**config.mk**
```make
export PLATFORM = sky130hd
export DESIGN_NAME = tag_sender_flat
export DESIGN_NICKNAME = d
export VERILOG_FILES = /design/src/rtl/tag_sender_if.sv /design/src/rtl/tag_sender.sv /design/src/flat_wrapper.sv
export SDC_FILE = /design/constraint.sdc
export NUM_CORES = 1
export LEC_CHECK = 0
export BUFFER_PORTS_ARGS = -buffer_cell sky130_fd_sc_hd__buf_2
export CORE_ASPECT_RATIO = 0.6
export CORE_MARGIN = 5
export CORE_UTILIZATION = 46
export CTS_BUF_LIST = sky130_fd_sc_hd__clkbuf_2 sky130_fd_sc_hd__clkbuf_4 sky130_fd_sc_hd__clkbuf_8
export DETAILED_ROUTE_END_ITERATION = 7
export PLACE_DENSITY = 0.67
export SLEW_MARGIN = 20
export SYNTH_ARGS = -nofsm -noshare
export SYNTH_HDL_FRONTEND = slang
export SYNTH_SLANG_ARGS = --single-unit
```
**constraint.sdc**
```tcl
create_clock -name clk -period 3.45 [get_ports clk]
set_input_delay 0.345 -clock clk [delete_from_list [all_inputs] [get_ports clk]]
set_output_delay 0.345 -clock clk [all_outputs]
set_load 0.05 [all_outputs]
```
**src/rtl/tag_sender_if.sv**
```systemverilog
// Handshake bundle between the trigger/digitizer front end, the tag sender
// and the event-builder tag queue.
interface tag_sender_if #(
    parameter int DROPW = 8
);
    logic             trigger;
    logic [3:0]       digi_done;
    logic             rel;
    logic [1:0]       rel_tag;
    logic             trig_accept;
    logic [1:0]       trig_tag;
    logic             tag_valid;
    logic [1:0]       tag_out;
    logic             busy;
    logic             error;
    logic [DROPW-1:0] drop_cnt;

    modport master (
        output trigger, digi_done, rel, rel_tag,
        input  trig_accept, trig_tag, tag_valid, tag_out, busy, error, drop_cnt
    );

    modport slave (
        input  trigger, digi_done, rel, rel_tag,
        output trig_accept, trig_tag, tag_valid, tag_out, busy, error, drop_cnt
    );
endinterface

```
**src/rtl/tag_sender.sv**
```systemverilog
// Allocates front-end event buffers to triggers and forwards buffer tags to
// the event builder strictly in allocation order once digitization completes.
module tag_sender #(
    parameter int NBUF  = 4,
    parameter int DROPW = 8
) (
    input  logic       clk,
    input  logic       rst_n,
    tag_sender_if.slave bus
);

    typedef enum logic [1:0] {
        B_FREE = 2'd0,
        B_DIGI = 2'd1,
        B_DONE = 2'd2,
        B_SENT = 2'd3
    } buf_state_e;

    buf_state_e       buf_q [NBUF];
    buf_state_e       buf_d [NBUF];
    logic [1:0]       alloc_ptr_q, alloc_ptr_d;
    logic [1:0]       send_ptr_q, send_ptr_d;
    logic [2:0]       n_used_q, n_used_d;
    logic             trig_accept_q, trig_accept_d;
    logic [1:0]       trig_tag_q, trig_tag_d;
    logic             tag_valid_q, tag_valid_d;
    logic [1:0]       tag_out_q, tag_out_d;
    logic             error_q, error_d;
    logic [DROPW-1:0] drop_cnt_q, drop_cnt_d;

    logic             busy_s;
    logic             accept_s;
    logic             send_s;
    logic             rel_ok_s;
    logic             err_s;

    // Per-buffer transitions, pointer/counter updates and registered outputs.
    always_comb begin
        busy_s        = (n_used_q == 3'd4);
        accept_s      = bus.trigger && !busy_s;
        send_s        = (buf_q[send_ptr_q] == B_DONE);
        rel_ok_s      = bus.rel && (buf_q[bus.rel_tag] == B_SENT);
        err_s         = 1'b0;
        alloc_ptr_d   = alloc_ptr_q;
        send_ptr_d    = send_ptr_q;
        n_used_d      = n_used_q;
        drop_cnt_d    = drop_cnt_q;

        // Each legal transition is keyed on the pre-edge state, so a buffer
        // can take at most one step per cycle.
        for (int i = 0; i < NBUF; i++) begin
            buf_d[i] = buf_q[i];
            case (buf_q[i])
                B_FREE: begin
                    if (accept_s && (alloc_ptr_q == 2'(i))) begin
                        buf_d[i] = B_DIGI;
                    end else begin
                        buf_d[i] = B_FREE;
                    end
                end
                B_DIGI: begin
                    if (bus.digi_done[i]) begin
                        buf_d[i] = B_DONE;
                    end else begin
                        buf_d[i] = B_DIGI;
                    end
                end
                B_DONE: begin
                    if (send_s && (send_ptr_q == 2'(i))) begin
                        buf_d[i] = B_SENT;
                    end else begin
                        buf_d[i] = B_DONE;
                    end
                end
                B_SENT: begin
                    if (rel_ok_s && (bus.rel_tag == 2'(i))) begin
                        buf_d[i] = B_FREE;
                    end else begin
                        buf_d[i] = B_SENT;
                    end
                end
                default: begin
                    buf_d[i] = B_FREE;
                end
            endcase
            if (bus.digi_done[i] && (buf_q[i] != B_DIGI)) begin
                err_s = 1'b1;
            end else begin
                err_s = err_s;
            end
        end

        if (bus.rel && !rel_ok_s) begin
            err_s = 1'b1;
        end else begin
            err_s = err_s;
        end

        if (accept_s) begin
            alloc_ptr_d = alloc_ptr_q + 2'd1;
        end else begin
            alloc_ptr_d = alloc_ptr_q;
        end

        if (send_s) begin
            send_ptr_d = send_ptr_q + 2'd1;
        end else begin
            send_ptr_d = send_ptr_q;
        end

        // An accept and a release in the same cycle cancel out.
        case ({accept_s, rel_ok_s})
            2'b10:   n_used_d = n_used_q + 3'd1;
            2'b01:   n_used_d = n_used_q - 3'd1;
            default: n_used_d = n_used_q;
        endcase

        if (bus.trigger && busy_s && (drop_cnt_q != {DROPW{1'b1}})) begin
            drop_cnt_d = drop_cnt_q + {{(DROPW-1){1'b0}}, 1'b1};
        end else begin
            drop_cnt_d = drop_cnt_q;
        end

        trig_accept_d = accept_s;
        trig_tag_d    = accept_s ? alloc_ptr_q : 2'd0;
        tag_valid_d   = send_s;
        tag_out_d     = send_s ? send_ptr_q : 2'd0;
        error_d       = error_q | err_s;
    end

    // State and output registers, cleared asynchronously by rst_n.
    always_ff @(posedge clk or negedge rst_n) begin
        if (!rst_n) begin
            for (int i = 0; i < NBUF; i++) begin
                buf_q[i] <= B_FREE;
            end
            alloc_ptr_q   <= 2'd0;
            send_ptr_q    <= 2'd0;
            n_used_q      <= 3'd0;
            trig_accept_q <= 1'b0;
            trig_tag_q    <= 2'd0;
            tag_valid_q   <= 1'b0;
            tag_out_q     <= 2'd0;
            error_q       <= 1'b0;
            drop_cnt_q    <= {DROPW{1'b0}};
        end else begin
            for (int i = 0; i < NBUF; i++) begin
                buf_q[i] <= buf_d[i];
            end
            alloc_ptr_q   <= alloc_ptr_d;
            send_ptr_q    <= send_ptr_d;
            n_used_q      <= n_used_d;
            trig_accept_q <= trig_accept_d;
            trig_tag_q    <= trig_tag_d;
            tag_valid_q   <= tag_valid_d;
            tag_out_q     <= tag_out_d;
            error_q       <= error_d;
            drop_cnt_q    <= drop_cnt_d;
        end
    end

    assign bus.trig_accept = trig_accept_q;
    assign bus.trig_tag    = trig_tag_q;
    assign bus.tag_valid   = tag_valid_q;
    assign bus.tag_out     = tag_out_q;
    assign bus.busy        = busy_s;
    assign bus.error       = error_q;
    assign bus.drop_cnt    = drop_cnt_q;

endmodule

```
**src/flat_wrapper.sv**
```systemverilog
// flat-port wrapper written by rule: the top's interface ports become plain ports
module tag_sender_flat 
#(
    parameter int NBUF  = 4,
    parameter int DROPW = 8
)
  (clk, rst_n, bus_trigger, bus_digi_done, bus_rel, bus_rel_tag, bus_trig_accept, bus_trig_tag, bus_tag_valid, bus_tag_out, bus_busy, bus_error, bus_drop_cnt);
  tag_sender_if #(.DROPW(DROPW)) bus_i ();
  input  logic clk;
  input  logic rst_n;
  input wire logic [$bits(bus_i.trigger)-1:0] bus_trigger;
  input wire logic [$bits(bus_i.digi_done)-1:0] bus_digi_done;
  input wire logic [$bits(bus_i.rel)-1:0] bus_rel;
  input wire logic [$bits(bus_i.rel_tag)-1:0] bus_rel_tag;
  output wire logic [$bits(bus_i.trig_accept)-1:0] bus_trig_accept;
  output wire logic [$bits(bus_i.trig_tag)-1:0] bus_trig_tag;
  output wire logic [$bits(bus_i.tag_valid)-1:0] bus_tag_valid;
  output wire logic [$bits(bus_i.tag_out)-1:0] bus_tag_out;
  output wire logic [$bits(bus_i.busy)-1:0] bus_busy;
  output wire logic [$bits(bus_i.error)-1:0] bus_error;
  output wire logic [$bits(bus_i.drop_cnt)-1:0] bus_drop_cnt;
  assign bus_i.trigger = bus_trigger;
  assign bus_i.digi_done = bus_digi_done;
  assign bus_i.rel = bus_rel;
  assign bus_i.rel_tag = bus_rel_tag;
  assign bus_trig_accept = bus_i.trig_accept;
  assign bus_trig_tag = bus_i.trig_tag;
  assign bus_tag_valid = bus_i.tag_valid;
  assign bus_tag_out = bus_i.tag_out;
  assign bus_busy = bus_i.busy;
  assign bus_error = bus_i.error;
  assign bus_drop_cnt = bus_i.drop_cnt;
  tag_sender #(.NBUF(NBUF), .DROPW(DROPW)) u_core (.clk(clk), .rst_n(rst_n), .bus(bus_i));
endmodule
```
==> out/metrics.csv, run 1 <==
metric,value,unit
track_usage,15.8,%
worst_pin_slew,661,ps
period_minus_slack,2100,ps
arrival,2260,ps
synth_fp_nets,174,
syn_avg_cell_area,10.3,um^2
cts_root_buf,clkbuf_8,
cp-end-kind,register,
timing.final.crit_share,60.8,%
core-area,3280,um^2
die_area,4730,um^2
setup_violations,0,
cp-start-kind,register,
avgRoutedWirePerCell,14.9,um
synth.area.top_cells,"dfrtp_1 (48%), ha_1 (7.9%), nand3_1 (4.1%), xor2_1 (3.9%), o21ai_0 (3.8%)",
crit_fanout,9,
hpwl,2630,um
cp.required,3610,ps
maxSlewViolCount,0,
final_layout_size_suffix_gt1_share,22.2,%
io_pins,26,
clkSinkCount,30,
ant_nets,0,
first_iter_violations,78,
timing.slew.headroom,56.0,%
critPathKind,register to register,
n_antenna_cell,0,
cts_inserted_buffers,5,
vias,1215,
fin_worst_skew,6.01,ps
leakagePower,0.911,nW
start_util,47.9,%
nets,205,
drc,0,
synthCells,153,
fmax,477,MHz
ys_seq_area_share,47.7,%
clkLatencyLatePin,280,ps
postCtsResizedCells,0,
rows,16,
drt-pass1-iter-count,4,
hold_viol_final,0,
setup_slack,1350,ps
antenna_found_initial,0,
area.growth.synth_to_final,17.5,%
status,finished clean,
power-per-cell-area,946,nW/um^2
cts_tree,yes,
finish.utilization,56.3,%
fillCellCount,302,
finalWirelength,3430,um
dp_slack,1360,ps
synth_top_cell_area_share,47.7,%
path_clk_slew,60,ps
vias_per_cell,5.28,
post_cts_buffers,0,
grt_max_degree,31,
grt_pass1_vias,1242,
tns,0,ps
yosysWarnings,0,
grt_setup_unrepaired,false,
overflow,0,
port_buffers,25,
hold_path_class,primary input to async pin,
cts_buffer_depth,2,
die_h,55.3,um
hold_buffers,0,
peakVddDrop,0.602,mV
dieWidth,85.5,um
regToRegSetupSlack,1350,ps
grt_first_pass_wirelength,5870,um
maxCapViolCount,0,
synth.distinct_cells,32,
htreeDepth,2,
gp_congestion,0.911,
synth-seq-cells,30,
yosys.area.top_type,dfrtp_1,
synth_area,1570,um^2
==> cell usage in the layout, fill, tap and decap left out, types with 3 or more instances in the layout <==
cell type,count
a21o_1,3
clkbuf_8,6
nand3_1,13
a21oi_1,4
o21ai_0,12
dfrtp_1,30
nand2_1,7
mux2_2,3
ha_1,10
nor2_1,12
nor3_1,4
xnor2_1,4
nor2b_1,5
inv_1,15
buf_2,25
xor2_1,7
==> path summary, 6_finish.rpt <==
kind	start	end	cells after the start
worst max-delay path	u_core.n_used_q[0]$_DFFE_PN0P_	u_core.n_used_q[1]$_DFFE_PN0P_	7
worst min-delay path	rst_n	u_core.bus.trig_tag[0]$_DFF_PN0_	1
worst max register to register	u_core.n_used_q[0]$_DFFE_PN0P_	u_core.n_used_q[1]$_DFFE_PN0P_	7
worst min register to register	u_core.n_used_q[2]$_DFFE_PN0P_	u_core.n_used_q[2]$_DFFE_PN0P_	1
max in group asynchronous	rst_n	u_core.buf_q[6]$_DFF_PN0_	1
min in group clk	bus_digi_done[2]	u_core.buf_q[3]$_DFF_PN0_	3
==> cells in the mapped netlist <==
master and n:
dfrtp_1 30, inv_1 15, nand3_1 13, nor2_1 12
o21ai_0 12, ha_1 10, nand2_1 7, xor2_1 7
nor2b_1 5, a21oi_1 4, nor3_1 4, xnor2_1 4
a21o_1 3, mux2_2 3, a311oi_1 2, a31oi_1 2
a32oi_1 2, nand2b_1 2, nand4_1 2, o31ai_1 2
a31o_2 1, and2_1 1, buf_2 1, clkbuf_1 1
fa_1 1, mux2i_1 1, mux4_2 1, nor3b_4 1
nor4bb_1 1, o211ai_1 1, o211ai_2 1, o31a_1 1
==> per-layer routing <==
| metal | track usage [%] | part of all wire [%] |
|---|---|---|
| met3 | 6.09 | 9.5 |
| met1 | 22.7 | 47 |
| met2 | 21.7 | 42 |
| met5 | 0 | 0 |
| met4 | 4.97 | 0.85 |
==> sequential cells by signal, indices dropped and copies added, names as in the netlist <==
register,flops
u_core.buf_q,8
u_core.bus.drop_cnt,8
u_core.n_used_q,3
u_core.alloc_ptr_q,2
u_core.bus.tag_out,2
u_core.bus.trig_tag,2
u_core.send_ptr_q,2
u_core.bus.error,1
u_core.bus.tag_valid,1
u_core.bus.trig_accept,1
==> critical path: stages, from the launching register on <==
cell	delay, ps
dfrtp_1	450
nor3b_4	260
nor2b_1	70
buf_4	180
inv_1	110
ha_1	210
fa_1	430
mux2_2	270
==> stage by stage <==
stage | hold WS [ps] | instances | total power, W | instance area [um^2]
after CTS | 119 | 230 | 0.00175 | 1850
after global placement | 407 | 222 | 0.00141 | 1750
after floorplan | 49.4 | 153 | 0.00123 | 1570
final | 96.5 | 230 | 0.00175 | 1850
after detailed placement | 419 | 222 | 0.00145 | 1750
after global routing | 158 | 230 | 0.00188 | 1850
==> where the power goes <==
part	total [W]	switching (W)	internal (W)
registers	0.000651	0.000160	0.000491
logic	0.000802	0.000508	0.000294
clock network	0.000295	0.000135	0.000160
==> logic make-up after synthesis <==
| logic type | count (synthesis) | share of synthesized area [%] |
|---|---|---|
| buf+inv | 17 | 4.13 |
| fa+ha+maj | 11 | 9.22 |
| mux | 5 | 4.21 |
| simple gates | 48 | 15.7 |
| xor+xnor | 11 | 6.12 |
| flops | 30 | 47.7 |
| compound gates | 31 | 12.9 |
==> layout make-up <==
type	count	area, um^2	share of cell area (%)
clock buffers	6	82.6	4.47
clock inverters	2	12.5	0.677
inverters	15	56.3	3.04
multi-input cells	106	758	41.0
flip-flops and latches	30	751	40.6
well taps	45	56.3	3.04
repair buffers	26	133	7.17
Power figures use the tool's default switching activity.
==> run 2: changes to the inputs <==
==> constraint.sdc (replaced) <==
create_clock -name clk -period 2.18 [get_ports clk]
set_input_delay 0.218 -clock clk [delete_from_list [all_inputs] [get_ports clk]]
set_output_delay 0.218 -clock clk [all_outputs]
set_load 0.05 [all_outputs]
==> run 2 against run 1 <==
Flip-flop and latch count stayed put. Combinational power is 63% higher. Wire length is 3.3% lower. Clock power is 91% higher. Clock skew is 1.5 ps higher. Fmax is 6.4% higher. Critical path type unchanged. Global-route usage is 0.30 points lower. Via count is 1.5% lower. Sequential share of layout area is 1.1 points lower. Register-to-register slack worse by 1100 ps.
==> out/metrics.csv, run 2 (same netlist as run 1, synthesis figures left out) <==
metric,value,unit,change
status,finished clean,,unchanged
grt_max_degree,31,,unchanged
crit_fanout,6,,was 9
maxSlewViolCount,0,,unchanged
most-common-layout-cells,"dfrtp_1 (30), buf_2 (25), inv_1 (14)",,"was dfrtp_1 (30), buf_2 (25), inv_1 (15)"
final_common_cell,dfrtp_1,,unchanged
setup_slack,210,ps,was 1350 ps
arrival,2130,ps,was 2260 ps
vias,1197,,was 1215
ant_nets,0,,unchanged
grt_pass1_vias,1175,,was 1242
die_area,4730,um^2,unchanged
finalWirelength,3320,um,was 3430 um
cts_root_buf,clkbuf_8,,unchanged
slowest_stage,dfrtp_1,,unchanged
dp_slack,126,ps,was 1360 ps
cts_buffer_depth,2,,unchanged
switchingPower,0.00126,W,was 0.000803 W
timing.final.crit_share,90.4,%,was 60.8%
htreeDepth,2,,unchanged
timing.rr.start,u_core.buf_q[5]$_DFF_PN0_,,was u_core.n_used_q[0]$_DFFE_PN0P_
port_buffers,25,,unchanged
power.share.sequential,35.2,%,was 37.2%
dpl_cell_area,1780,um^2,was 1750 um^2
track_usage,15.5,%,was 15.8%
swShare,43.6,%,was 45.9%
finish.utilization,57.9,%,was 56.3%
hold_path_end,u_core.buf_q[3]$_DFF_PN0_,,
fin_hold_ws,210,ps,was 96.5 ps
dieWidth,85.5,um,unchanged
path_cells,nand2_1 > o211ai_1 > o21ai_1 > nor2_1 > ha_4 > fa_1 > mux2_2,,was nor3b_4 > nor2b_1 > buf_4 > inv_1 > ha_1 > fa_1 > mux2_2
clock_power_share,19.5,%,was 16.9%
cp-end-kind,register,,unchanged
power-per-cell-area,1520,nW/um^2,was 946 nW/um^2
worst_pin_slew,660,ps,was 661 ps
cp.required,2340,ps,was 3610 ps
cts_inserted_buffers,5,,unchanged
avgRoutedWirePerCell,14.3,um,was 14.9 um
core-area,3280,um^2,unchanged
rr_worst_depth,7,,unchanged
die_h,55.3,um,unchanged
post_cts_buffers,0,,unchanged
vias_per_cell,5.16,,was 5.28
grt_setup_unrepaired,false,,unchanged
cp-start-kind,register,,unchanged
clkSinkCount,30,,unchanged
start_util,47.9,%,unchanged
tns,0,ps,unchanged
critical-path-top-delay-family,adder cells,,unchanged
stdcell_area,1900,um^2,was 1850 um^2
drt-pass1-iter-count,4,,unchanged
regToRegSetupSlack,210,ps,was 1350 ps
period_minus_slack,1970,ps,was 2100 ps
p_int,0.00162,W,was 0.000946 W
n_antenna_cell,0,,unchanged
pwr-share-comb,45.3,%,was 45.9%
crit_buf_inv,0,,was 2
cts_tree,yes,,unchanged
timing.slew.headroom,56.0,%,about the same
hpwl,2530,um,was 2630 um
maxCapViolCount,0,,unchanged
antenna_found_initial,0,,unchanged
io_pins,26,,unchanged
fin_worst_skew,7.56,ps,was 6.01 ps
overflow,0,,unchanged
holdPathStages,3,,
critPathKind,register to register,,unchanged
crit_cells,7,,unchanged
r2r-end,u_core.n_used_q[1]$_DFFE_PN0P_,,unchanged
fmax,508,MHz,was 477 MHz
nets,207,,was 205
hold_start,bus_digi_done[2],,
hold_path_class,primary input to register,,was primary input to async pin
hold_viol_final,0,,unchanged
grt_first_pass_wirelength,5710,um,was 5870 um
final_layout_size_suffix_gt1_share,23.5,%,was 22.2%
drc,0,,unchanged
gp_congestion,0.789,,was 0.911
rows,16,,unchanged
cp_slowest_stage_delay,430,ps,was 450 ps
leakagePower,0.927,nW,was 0.911 nW
setup_violations,0,,unchanged
peakVddDrop,0.670,mV,was 0.602 mV
first_iter_violations,72,,was 78
path_clk_slew,60,ps,about the same
area.growth.synth_to_final,20.7,%,was 17.5%
clkLatencyLatePin,280,ps,about the same
## run 2: worst register-to-register path, delay by kind of cell (launching register included)
family | cells | cell delay [ps]
adders and majority gates | 2 | 590
DFF | 1 | 430
and+or+nand+nor | 2 | 270
AOI/OAI and AO/OA | 2 | 310
muxes | 1 | 270
## run 2: what timing repair did
action                                 CTS  global route
gates resized for setup                  0             1
hold buffers                             1             0
setup endpoints to repair                0             1
endpoints found under the hold margin   19             0
## run 2: power by group through the flow
stage / logic (W) / registers, W / clock network [W]
CTS: 0.00131 / 0.00101 / 0.000573
detailed placement: 0.00130 / 0.00102 / 0
global placement: 0.00126 / 0.00100 / 0
finish: 0.00131 / 0.00101 / 0.000562
floorplan: 0.000732 / 0.00124 / 0
global route: 0.00144 / 0.00106 / 0.000605
## run 2: final cells by class
cell class / instances / area, um^2
Multi-Input combinational cell: 106 / 771
Sequential cell: 30 / 751
Tap cell: 45 / 56.3
Inverter: 15 / 58.8
Clock inverter: 2 / 37.5
Fill cell: 289 / 1380
Timing Repair Buffer: 28 / 150
Clock buffer: 6 / 76.3
## run 2: worst max-delay path by stage
stage | from | end
final | u_core.buf_q[5]$_DFF_PN0_ | u_core.n_used_q[1]$_DFFE_PN0P_
after global routing | u_core.buf_q[2]$_DFF_PN0_ | u_core.n_used_q[2]$_DFFE_PN0P_
after CTS | u_core.buf_q[7]$_DFF_PN0_ | u_core.n_used_q[2]$_DFFE_PN0P_
after detailed placement | u_core.buf_q[7]$_DFF_PN0_ | u_core.n_used_q[2]$_DFFE_PN0P_
after global placement | u_core.buf_q[2]$_DFF_PN0_ | u_core.n_used_q[2]$_DFFE_PN0P_
after floorplan | u_core.n_used_q[1]$_DFFE_PN0P_ | u_core.n_used_q[1]$_DFFE_PN0P_
## run 2: layer usage
metal	track usage [%]	vias to the layer above	wire length, um
li1	-	591	-
met1	22.0	578	1650
met2	22.2	26	1440
met3	5.65	2	212
met4	4.06	0	8
met5	0	-	0
## run 2: stage by stage
step / cells / power, W
floorplan: 153 / 0.00197
global placement: 223 / 0.00226
detailed placement: 223 / 0.00232
CTS: 232 / 0.00290
global route: 232 / 0.00310
finish: 232 / 0.00288
==> run 3: changes to the inputs <==
--- a/config.mk
+++ b/config.mk
@@ -8,10 +8,10 @@
 export BUFFER_PORTS_ARGS = -buffer_cell sky130_fd_sc_hd__buf_2
 export CORE_ASPECT_RATIO = 0.6
 export CORE_MARGIN = 5
-export CORE_UTILIZATION = 46
+export CORE_UTILIZATION = 45
 export CTS_BUF_LIST = sky130_fd_sc_hd__clkbuf_2 sky130_fd_sc_hd__clkbuf_4 sky130_fd_sc_hd__clkbuf_8
 export DETAILED_ROUTE_END_ITERATION = 7
-export PLACE_DENSITY = 0.67
+export PLACE_DENSITY = 0.66
 export SLEW_MARGIN = 20
 export SYNTH_ARGS = -nofsm -noshare
 export SYNTH_HDL_FRONTEND = slang
==> run 3 against run 2 <==
Clock power shrank 17%. Fmax shrank 1.6%. First-iteration DRC count grew 11%. Critical path depth grew 2. Clock skew shrank 2.9 ps. Hold slack gained 5.7 ps. Critical endpoint is now u_core.n_used_q[2]$_DFFE_PN0P_. Largest power group unchanged.
==> out/metrics.csv, run 3 (same netlist as run 1, synthesis figures left out) <==
metric,value,unit,change
leakagePower,0.919,nW,was 0.927 nW
timing.slew.headroom,56.6,%,was 56.0%
cts_tree,yes,,unchanged
drt-pass1-iter-count,4,,unchanged
fmax,499,MHz,was 508 MHz
wl_met2,1320,um,was 1440 um
crit_fanout,8,,was 6
hpwl,2500,um,was 2530 um
antenna_found_initial,0,,unchanged
setup_slack,177,ps,was 210 ps
peakVddDrop,0.673,mV,was 0.670 mV
drc,0,,unchanged
arrival,2190,ps,was 2130 ps
final_layout_size_suffix_gt1_share,23.1,%,was 23.5%
cp-end-kind,register,,unchanged
avgRoutedWirePerCell,14.3,um,about the same
timing.final.crit_share,91.9,%,was 90.4%
most-common-layout-cells,"dfrtp_1 (30), buf_2 (25), inv_1 (14)",,unchanged
final_common_cell,dfrtp_1,,unchanged
maxSlewViolCount,0,,unchanged
grt_first_pass_wirelength,5500,um,was 5710 um
clkLatencyLatePin,280,ps,about the same
cp_slowest_stage_delay,450,ps,was 430 ps
path_clk_slew,60,ps,about the same
path_cells,nand3_1 > o21ai_0 > o21ai_0 > nor2_1 > ha_4 > fa_1 > xnor2_1 > nor2_1 > xor2_1,,was nand2_1 > o211ai_1 > o21ai_1 > nor2_1 > ha_4 > fa_1 > mux2_2
core-area,3300,um^2,was 3280 um^2
cts_root_buf,clkbuf_8,,unchanged
crit_buf_inv,0,,unchanged
grt_max_degree,31,,unchanged
area.growth.synth_to_final,19.1,%,was 20.7%
grt_pass1_vias,1193,,was 1175
n_antenna_cell,0,,unchanged
track_usage,14.6,%,was 15.5%
rows,16,,unchanged
grt_setup_unrepaired,false,,unchanged
top_layer_used,met4,,unchanged
clock_power_share,16.9,%,was 19.5%
overflow,0,,unchanged
ant_nets,0,,unchanged
wl_met3,298,um,was 212 um
start_util,47.7,%,was 47.9%
critical-path-top-delay-family,adder cells,,unchanged
finalPower,0.00276,W,was 0.00288 W
dp.cells,222,,was 223
met1_length,1630,um,was 1650 um
instances_no_fill,231,,was 232
status,finished clean,,unchanged
dieWidth,86.4,um,was 85.5 um
cp.required,2370,ps,was 2340 ps
hold_viol_final,0,,unchanged
slowest_stage,dfrtp_1,,unchanged
fin_hold_ws,216,ps,was 210 ps
power.share.sequential,37.1,%,was 35.2%
cts_buffer_depth,2,,unchanged
nets,206,,was 207
vias_per_cell,5.28,,was 5.16
period_minus_slack,2000,ps,was 1970 ps
vias,1220,,was 1197
dp_slack,195,ps,was 126 ps
cp-start-kind,register,,unchanged
swShare,45.0,%,was 43.6%
maxCapViolCount,0,,unchanged
pwr-share-comb,46.0,%,was 45.3%
hold_path_class,primary input to register,,unchanged
cts_inserted_buffers,5,,unchanged
port_buffers,25,,unchanged
fin_worst_skew,4.68,ps,was 7.56 ps
post_cts_buffers,0,,unchanged
htreeDepth,2,,unchanged
io_pins,26,,unchanged
setup_violations,0,,unchanged
power-per-cell-area,1470,nW/um^2,was 1520 nW/um^2
finalWirelength,3290,um,was 3320 um
switchingPower,0.00124,W,was 0.00126 W
clkSinkCount,30,,unchanged
critPathKind,register to register,,unchanged
die_area,4820,um^2,was 4730 um^2
worst_pin_slew,651,ps,was 660 ps
first_iter_violations,80,,was 72
p_int,0.00152,W,was 0.00162 W
die_h,55.8,um,was 55.3 um
gp_congestion,0.930,,was 0.789
==> run 3: changes by cell type in the layout (fill, tap and decap cells not counted) <==
cell / previous run / this run
buf_4: 2 / 1
clkinv_2: 0 / 1
clkinvlp_4: 1 / 0
clkbuf_8: 5 / 6
bufinv_16: 1 / 0
o21ai_0: 11 / 12
o21ai_1: 1 / 0
==> run 3: power by group through the flow <==
stage | combinational [W] | sequential (W) | clock, W
after floorplan | 0.000732 | 0.00124 | 0
after global placement | 0.00123 | 0.00101 | 0
after detailed placement | 0.00127 | 0.00103 | 0
after CTS | 0.00128 | 0.00102 | 0.000482
after global routing | 0.00141 | 0.00106 | 0.000512
final | 0.00127 | 0.00102 | 0.000466
==> run 3: worst paths after layout <==
path / slack [ps] / end / cells past startpoint / start
max: 180 / u_core.n_used_q[2]$_DFFE_PN0P_ / 9 / u_core.buf_q[3]$_DFF_PN0_
min: 220 / u_core.buf_q[3]$_DFF_PN0_ / 3 / bus_digi_done[2]
max reg2reg: 180 / u_core.n_used_q[2]$_DFFE_PN0P_ / 9 / u_core.buf_q[3]$_DFF_PN0_
min reg2reg: 490 / u_core.bus.drop_cnt[6]$_DFFE_PN0P_ / 1 / u_core.bus.drop_cnt[6]$_DFFE_PN0P_
max in group asynchronous: 1260 / u_core.buf_q[5]$_DFF_PN0_ / 2 / rst_n
min in group asynchronous: 510 / u_core.bus.drop_cnt[0]$_DFFE_PN0P_ / 2 / rst_n
==> run 3: worst reg2reg max path: stages, from the launching register on <==
cell	delay, ps
dfrtp_1	450
nand3_1	110
o21ai_0	80
o21ai_0	220
nor2_1	110
ha_4	180
fa_1	370
xnor2_1	130
nor2_1	110
xor2_1	180
==> run 3: area by class of cell <==
type	count	area, um^2
inverter	15	58.8
clock buffer	7	90.1
tap	45	56.3
sequential	30	751
fill	302	1430
timing repair buffer	27	143
multi-input combinational	106	771
clock inverter	1	5.00
==> run 3: timing repair <==
item | CTS | global route
hold buffers | 1 | 0
hold endpoints to repair | 30 | 0
gates resized for setup | 0 | 0
==> run 3: layer usage <==
layer,up-vias,global-route usage (%)
li1,593,-
met1,576,20.7
met2,45,18.7
met3,6,6.36
met4,0,6.67
met5,-,0
==> run 3: through the flow <==
step           util, %  TNS, ps  instance area [um^2]
6_report          56.7        0                  1870
5_1_grt           56.7        0                  1870
4_1_cts           56.7        0                  1870
3_5_place_dp      53.6        0                  1770
3_3_place_gp      53.6        0                  1770
2_1_floorplan        -    -38.9                  1590
